$ cat src/rtl/rf_pkg.sv
// Shared constants and types for the register-file write-back controller.
// Grant encoding and the captured write-back request live here.
package rf_pkg;

    localparam int NUM_REGS = 32;
    localparam int ADDR_W   = 5;
    localparam int DATA_W   = 32;

    typedef struct packed {
        logic [ADDR_W-1:0] rd;
        logic [DATA_W-1:0] data;
    } wb_req_t;

    typedef enum logic {
        GNT_ALU = 1'b0,
        GNT_LD  = 1'b1
    } grant_e;

endpackage

$ cat src/rtl/rr_arbiter2.sv
// Two-way round-robin arbiter for the single register-file write port.
// req/gnt bit 0 is the ALU stream, bit 1 is the load stream.
module rr_arbiter2
    import rf_pkg::*;
(
    input  logic       clk,
    input  logic       nrst,
    input  logic [1:0] req,
    output logic [1:0] gnt
);

    grant_e last_grant;

    always_comb begin
        gnt = 2'b00;
        case (req)
            2'b01:   gnt = 2'b01;
            2'b10:   gnt = 2'b10;
            2'b11:   gnt = (last_grant == GNT_ALU) ? 2'b10 : 2'b01;
            default: gnt = 2'b00;
        endcase
    end

    // A grant is only ever issued to a valid requester, so any grant is a transfer.
    always_ff @(posedge clk or negedge nrst) begin
        if (!nrst) begin
            last_grant <= GNT_LD;
        end else if (gnt[0]) begin
            last_grant <= GNT_ALU;
        end else if (gnt[1]) begin
            last_grant <= GNT_LD;
        end
    end

endmodule

$ cat src/rtl/regfile_wb_controller.sv
// Write-back controller: arbitrates ALU/load results onto the register-file
// write port, registers the write, and tracks pending destinations for decode.
module regfile_wb_controller
    import rf_pkg::*;
(
    input  logic              clk,
    input  logic              nrst,
    input  logic              alu_valid,
    output logic              alu_ready,
    input  logic [ADDR_W-1:0] alu_rd,
    input  logic [DATA_W-1:0] alu_data,
    input  logic              ld_valid,
    output logic              ld_ready,
    input  logic [ADDR_W-1:0] ld_rd,
    input  logic [DATA_W-1:0] ld_data,
    input  logic              issue_valid,
    input  logic [ADDR_W-1:0] issue_rd,
    output logic              issue_ready,
    input  logic [ADDR_W-1:0] rs1,
    input  logic [ADDR_W-1:0] rs2,
    output logic              rs1_busy,
    output logic              rs2_busy,
    input  logic              flush,
    output logic              reg_write,
    output logic [ADDR_W-1:0] regd,
    output logic [DATA_W-1:0] write_data
);

    logic [1:0]          gnt;
    logic                accept;
    wb_req_t             sel_req;
    logic [NUM_REGS-1:0] pending;
    logic [NUM_REGS-1:0] pending_next;

    rr_arbiter2 u_arb (
        .clk  (clk),
        .nrst (nrst),
        .req  ({ld_valid, alu_valid}),
        .gnt  (gnt)
    );

    assign alu_ready = gnt[0];
    assign ld_ready  = gnt[1];
    assign accept    = |gnt;

    always_comb begin
        sel_req = '0;
        if (gnt[1]) begin
            sel_req.rd   = ld_rd;
            sel_req.data = ld_data;
        end else if (gnt[0]) begin
            sel_req.rd   = alu_rd;
            sel_req.data = alu_data;
        end
    end

    // Writes to x0 are consumed but never reach the register file.
    always_ff @(posedge clk or negedge nrst) begin
        if (!nrst) begin
            reg_write  <= 1'b0;
            regd       <= '0;
            write_data <= '0;
        end else begin
            reg_write <= accept && (sel_req.rd != '0);
            if (accept && (sel_req.rd != '0)) begin
                regd       <= sel_req.rd;
                write_data <= sel_req.data;
            end
        end
    end

    assign issue_ready = (issue_rd == '0) || !pending[issue_rd] ||
                         (reg_write && (regd == issue_rd));

    assign rs1_busy = (rs1 != '0) && pending[rs1] && !(reg_write && (regd == rs1));
    assign rs2_busy = (rs2 != '0) && pending[rs2] && !(reg_write && (regd == rs2));

    // Order matters: clear, then set (new producer wins), then flush overrides all.
    always_comb begin
        pending_next = pending;
        if (reg_write) begin
            pending_next[regd] = 1'b0;
        end
        if (issue_valid && issue_ready && (issue_rd != '0)) begin
            pending_next[issue_rd] = 1'b1;
        end
        if (flush) begin
            pending_next = '0;
        end
        pending_next[0] = 1'b0;
    end

    always_ff @(posedge clk or negedge nrst) begin
        if (!nrst) begin
            pending <= '0;
        end else begin
            pending <= pending_next;
        end
    end

endmodule

$ cat config.mk
export PLATFORM = sky130hd
export DESIGN_NAME = regfile_wb_controller
export DESIGN_NICKNAME = d
export VERILOG_FILES = /design/src/rtl/rf_pkg.sv /design/src/rtl/rr_arbiter2.sv /design/src/rtl/regfile_wb_controller.sv
export SDC_FILE = /design/constraint.sdc
export NUM_CORES = 1
export LEC_CHECK = 0
export CORE_MARGIN = 3
export CORE_UTILIZATION = 30
export CTS_CLUSTER_SIZE = 30
export DETAILED_ROUTE_END_ITERATION = 6
export HOLD_SLACK_MARGIN = 0.02
export PLACE_DENSITY = 0.65
export SLEW_MARGIN = 40
export SYNTH_ARGS = -nofsm -noshare
export SYNTH_HDL_FRONTEND = slang
export SYNTH_SLANG_ARGS = --single-unit
$ cat constraint.sdc
create_clock -name clk -period 10 [get_ports clk]
set_input_delay 3 -clock clk [delete_from_list [all_inputs] [get_ports clk]]
set_output_delay 3 -clock clk [all_outputs]
set_load 0.005 [all_outputs]
==> results.yml <==
worst_setup_path:
  critPathCaptureType: "primary output"
  start_kind: "primary input"
  r2r_slack_ns: 7.58
  critical_path.startpoint: "issue_rd[0]"
  timing.rr.end: "write_data[14]"
  required_ns: 7.00
  rr_worst_depth: 7
  crit_type: "primary input to primary output"
  arrival_ns: 5.80
  crit_fanout: 14
  cp-endpoint: "issue_ready"
  reg2reg_from: "u_arb.last_grant"
cells_and_area:
  area_delta_synth_final_pct: 37.1
  layout.cells.non_filler: 835
  final_layout_size_suffix_gt1_share_pct: 7.37
  antennaDiodeCount: 0
  layout.nets: 714
grt:
  grt.total_usage_pct: 18.9
  antenna_found_initial: 0
  overflow: 0
  grt_max_degree: 71
  grt_pass1_wl_mm: 24.8
  grt_pass1_vias: 4538
placed_design:
  gp_routability_congestion: 0.974
  dp.cells: 819
  dp.final_hpwl_mm: 11.9
  io_buffers: 137
pwr:
  p_leak_uw: 0.00263
  peakVddDrop_mv: 0.0614
  power.total_uw: 883
  pwr_density_cell_mw_per_mm2: 138
floorplanning:
  core_area_mm2: 0.0153
  start_util_pct: 30.7
  die_height_um: 131
  die_x_um: 131
  io_pins: 138
  die_area_mm2: 0.0171
  num_rows: 45
timing:
  setup_violations: 0
  worst_pin_slew_ns: 0.824
  rsz0062_at_grt: "no"
  fin_crit_sh_pct: 88.0
  skew_ns: 0.00675
  max_freq_mhz: 114
  finalHoldViolCount: 0
  slew_viol_final: 0
  final.setup.tns_ns: 0
  fin_crit_ns: 8.80
  max_slew_margin_pct: 44.7
min_path:
  worstHoldPathType: "register to register"
yosys:
  ys_seq_area_share_pct: 37.4
  synth-seq-cells: 70
  syn_nets: 601
  synth_cell_type_count: 51
  syn_area_mm2: 0.00468
  synthFlopType: "dfrtp_1"
  synthTopCellsByArea: "dfrtp_1 37%, mux4_1 7.9%, nor2_1 7.1%"
  async_flop_share_pct: 100
  synth_warnings: 0
  synth_top_cell_by_area: "dfrtp_1"
  synth_edf_count: 0
  yosys.area.top_type_share_pct: 36.9
  syn_inst: 506
  syn_avg_cell_area_um2: 9.25
routing:
  via_count: 4578
  drtPass1Iterations: 6
  ant_nets: 0
  vias_per_cell: 5.48
  drc: 0
  wl_per_cell_um: 19.3
  wl_mm: 16.1
  drt-initial-drc-count: 413
clock_tree:
  cts_max_level: 3
  cts_resized: 0
  cts_buffers: 9
  path_clk_slew_ns: 0.06
  ctsHoldBuffers: 0
  postCtsSetupBuffers: 0
  cts_tree: "yes"
  clk_latency_ns: 0.33
  clk_path_buf_depth: 2
  root_buffer: "clkbuf_16"
  clock_sinks: 70
flow_run:
  cap_violations: 0
status:
  status: "complete, no violations"
## worst min path at each step
stage	endpoint	depth (start not counted)	startpoint	slack [ns]
detailed placement	u_arb.last_grant	2	u_arb.last_grant	0.49
floorplan	u_arb.last_grant	2	u_arb.last_grant	0.45
finish	u_arb.last_grant	2	u_arb.last_grant	0.49
global route	u_arb.last_grant	2	u_arb.last_grant	0.51
global placement	u_arb.last_grant	2	u_arb.last_grant	0.47
CTS	u_arb.last_grant	2	u_arb.last_grant	0.49
## synth_stat cells, types with 2 or more instances
master / number
nor3_4: 2
nor3_1: 4
a31oi_1: 2
buf_1: 5
nor3_2: 2
inv_1: 9
o22ai_1: 2
mux4_2: 4
or4_1: 2
xor2_1: 8
a222oi_1: 5
nor4_1: 2
a21oi_1: 45
nand3b_1: 7
o221ai_1: 2
mux4_1: 14
buf_6: 4
buf_2: 7
nor2b_1: 3
nor2_1: 88
xnor2_1: 6
dfrtp_1: 69
o21ai_1: 7
nor3b_1: 18
nand2b_1: 16
nand2_1: 45
a221oi_1: 32
buf_4: 5
mux2i_1: 23
o21ai_0: 14
and3_1: 3
nand3_1: 14
or3b_2: 2
clkbuf_1: 18
## critical path, cell delays in order
cell             delay [ns]
clkdlybuf4s50_1        0.84
mux4_2                 0.61
a211oi_4               0.48
nand2_1                0.10
o22ai_1                0.22
clkdlybuf4s50_1        0.55
## layout make-up
cell class                      instances  area (um^2)
Sequential cell                        70         1750
Tap cell                              211          264
Fill cell                            1530         8840
Timing Repair Buffer                  141         1390
Clock inverter                          6         46.3
Clock buffer                           10          229
Multi-Input combinational cell        387         2700
Inverter                               10         37.5
## metal layers
metal  GRT usage (%)  vias to the layer above  routed length (um)
met2            29.2                      276                7280
li1                -                     2078                   -
met5               0                        -                   0
met3            4.80                       17                1730
met1            26.5                     2207                6880
met4            5.26                        0                 216
## where the power goes
part | internal (uW) | leakage, uW | switching, uW
clock network | 170 | 0.000129 | 126
registers | 314 | 0.000889 | 36.8
logic | 128 | 0.00161 | 109
total | 611 | 0.00263 | 272
## logic make-up (layout without fill, tap and decap cells)
family                 Yosys count  count (layout)  share of synthesized area (%)
AND/OR/NAND/NOR                214             214                           23.0
AO/OA/AOI/OAI                  117             117                           16.8
multiplexers                    41              41                           14.7
flip-flops                      70              70                           37.4
buffers and inverters           49             167                           5.16
XOR/XNOR                        15              15                           2.97
## stage by stage
step / hold WS (ns) / utilization (%) / area (um^2) / setup slack [ns]
after global placement: 0.469 / 40.3 / 6140 / 1.16
after CTS: 0.493 / 42.1 / 6420 / 1.07
after floorplan: 0.451 / - / 4680 / 2.71
after global routing: 0.512 / 42.1 / 6420 / 1.02
after detailed placement: 0.485 / 40.3 / 6140 / 1.09
final: 0.487 / 42.1 / 6420 / 1.20
## flip-flops by register name, summed over array words and instances (netlist names)
| register | count |
|---|---|
| regd | 5 |
| reg_write | 1 |
| write_data | 32 |
| u_arb.last_grant | 1 |
| pending | 31 |
## layout by cell type (no fill, tap or decap), types with 2 or more instances in the layout
master           netlist  routed
clkbuf_16              0       9
inv_6                  0       2
nor3_4                 2       2
buf_2                  7       3
o22ai_1                2       2
inv_1                  9       8
o221ai_1               2       2
nor4_1                 2       2
or3b_2                 2       2
nand2_1               45      45
xnor2_1                6       6
or4_1                  2       2
a221oi_1              32      32
dfrtp_1               69      69
nand2b_1              16      16
nand3_1               14      14
o21ai_1                7       7
buf_4                  5       3
nor3_2                 2       3
and3_1                 3       3
a31oi_1                2       2
a21oi_1               45      45
xor2_1                 8       8
mux2i_1               23      23
nand3b_1               7       7
mux4_2                 4       4
o21ai_0               14      14
mux4_1                14      14
nor3_1                 4       3
a222oi_1               5       5
nor2b_1                3       3
nor3b_1               18      18
inv_2                  1       2
clkinvlp_4             0       2
clkdlybuf4s50_1        0     134
nor2_1                88      88
(Power assumes the default switching activity.)
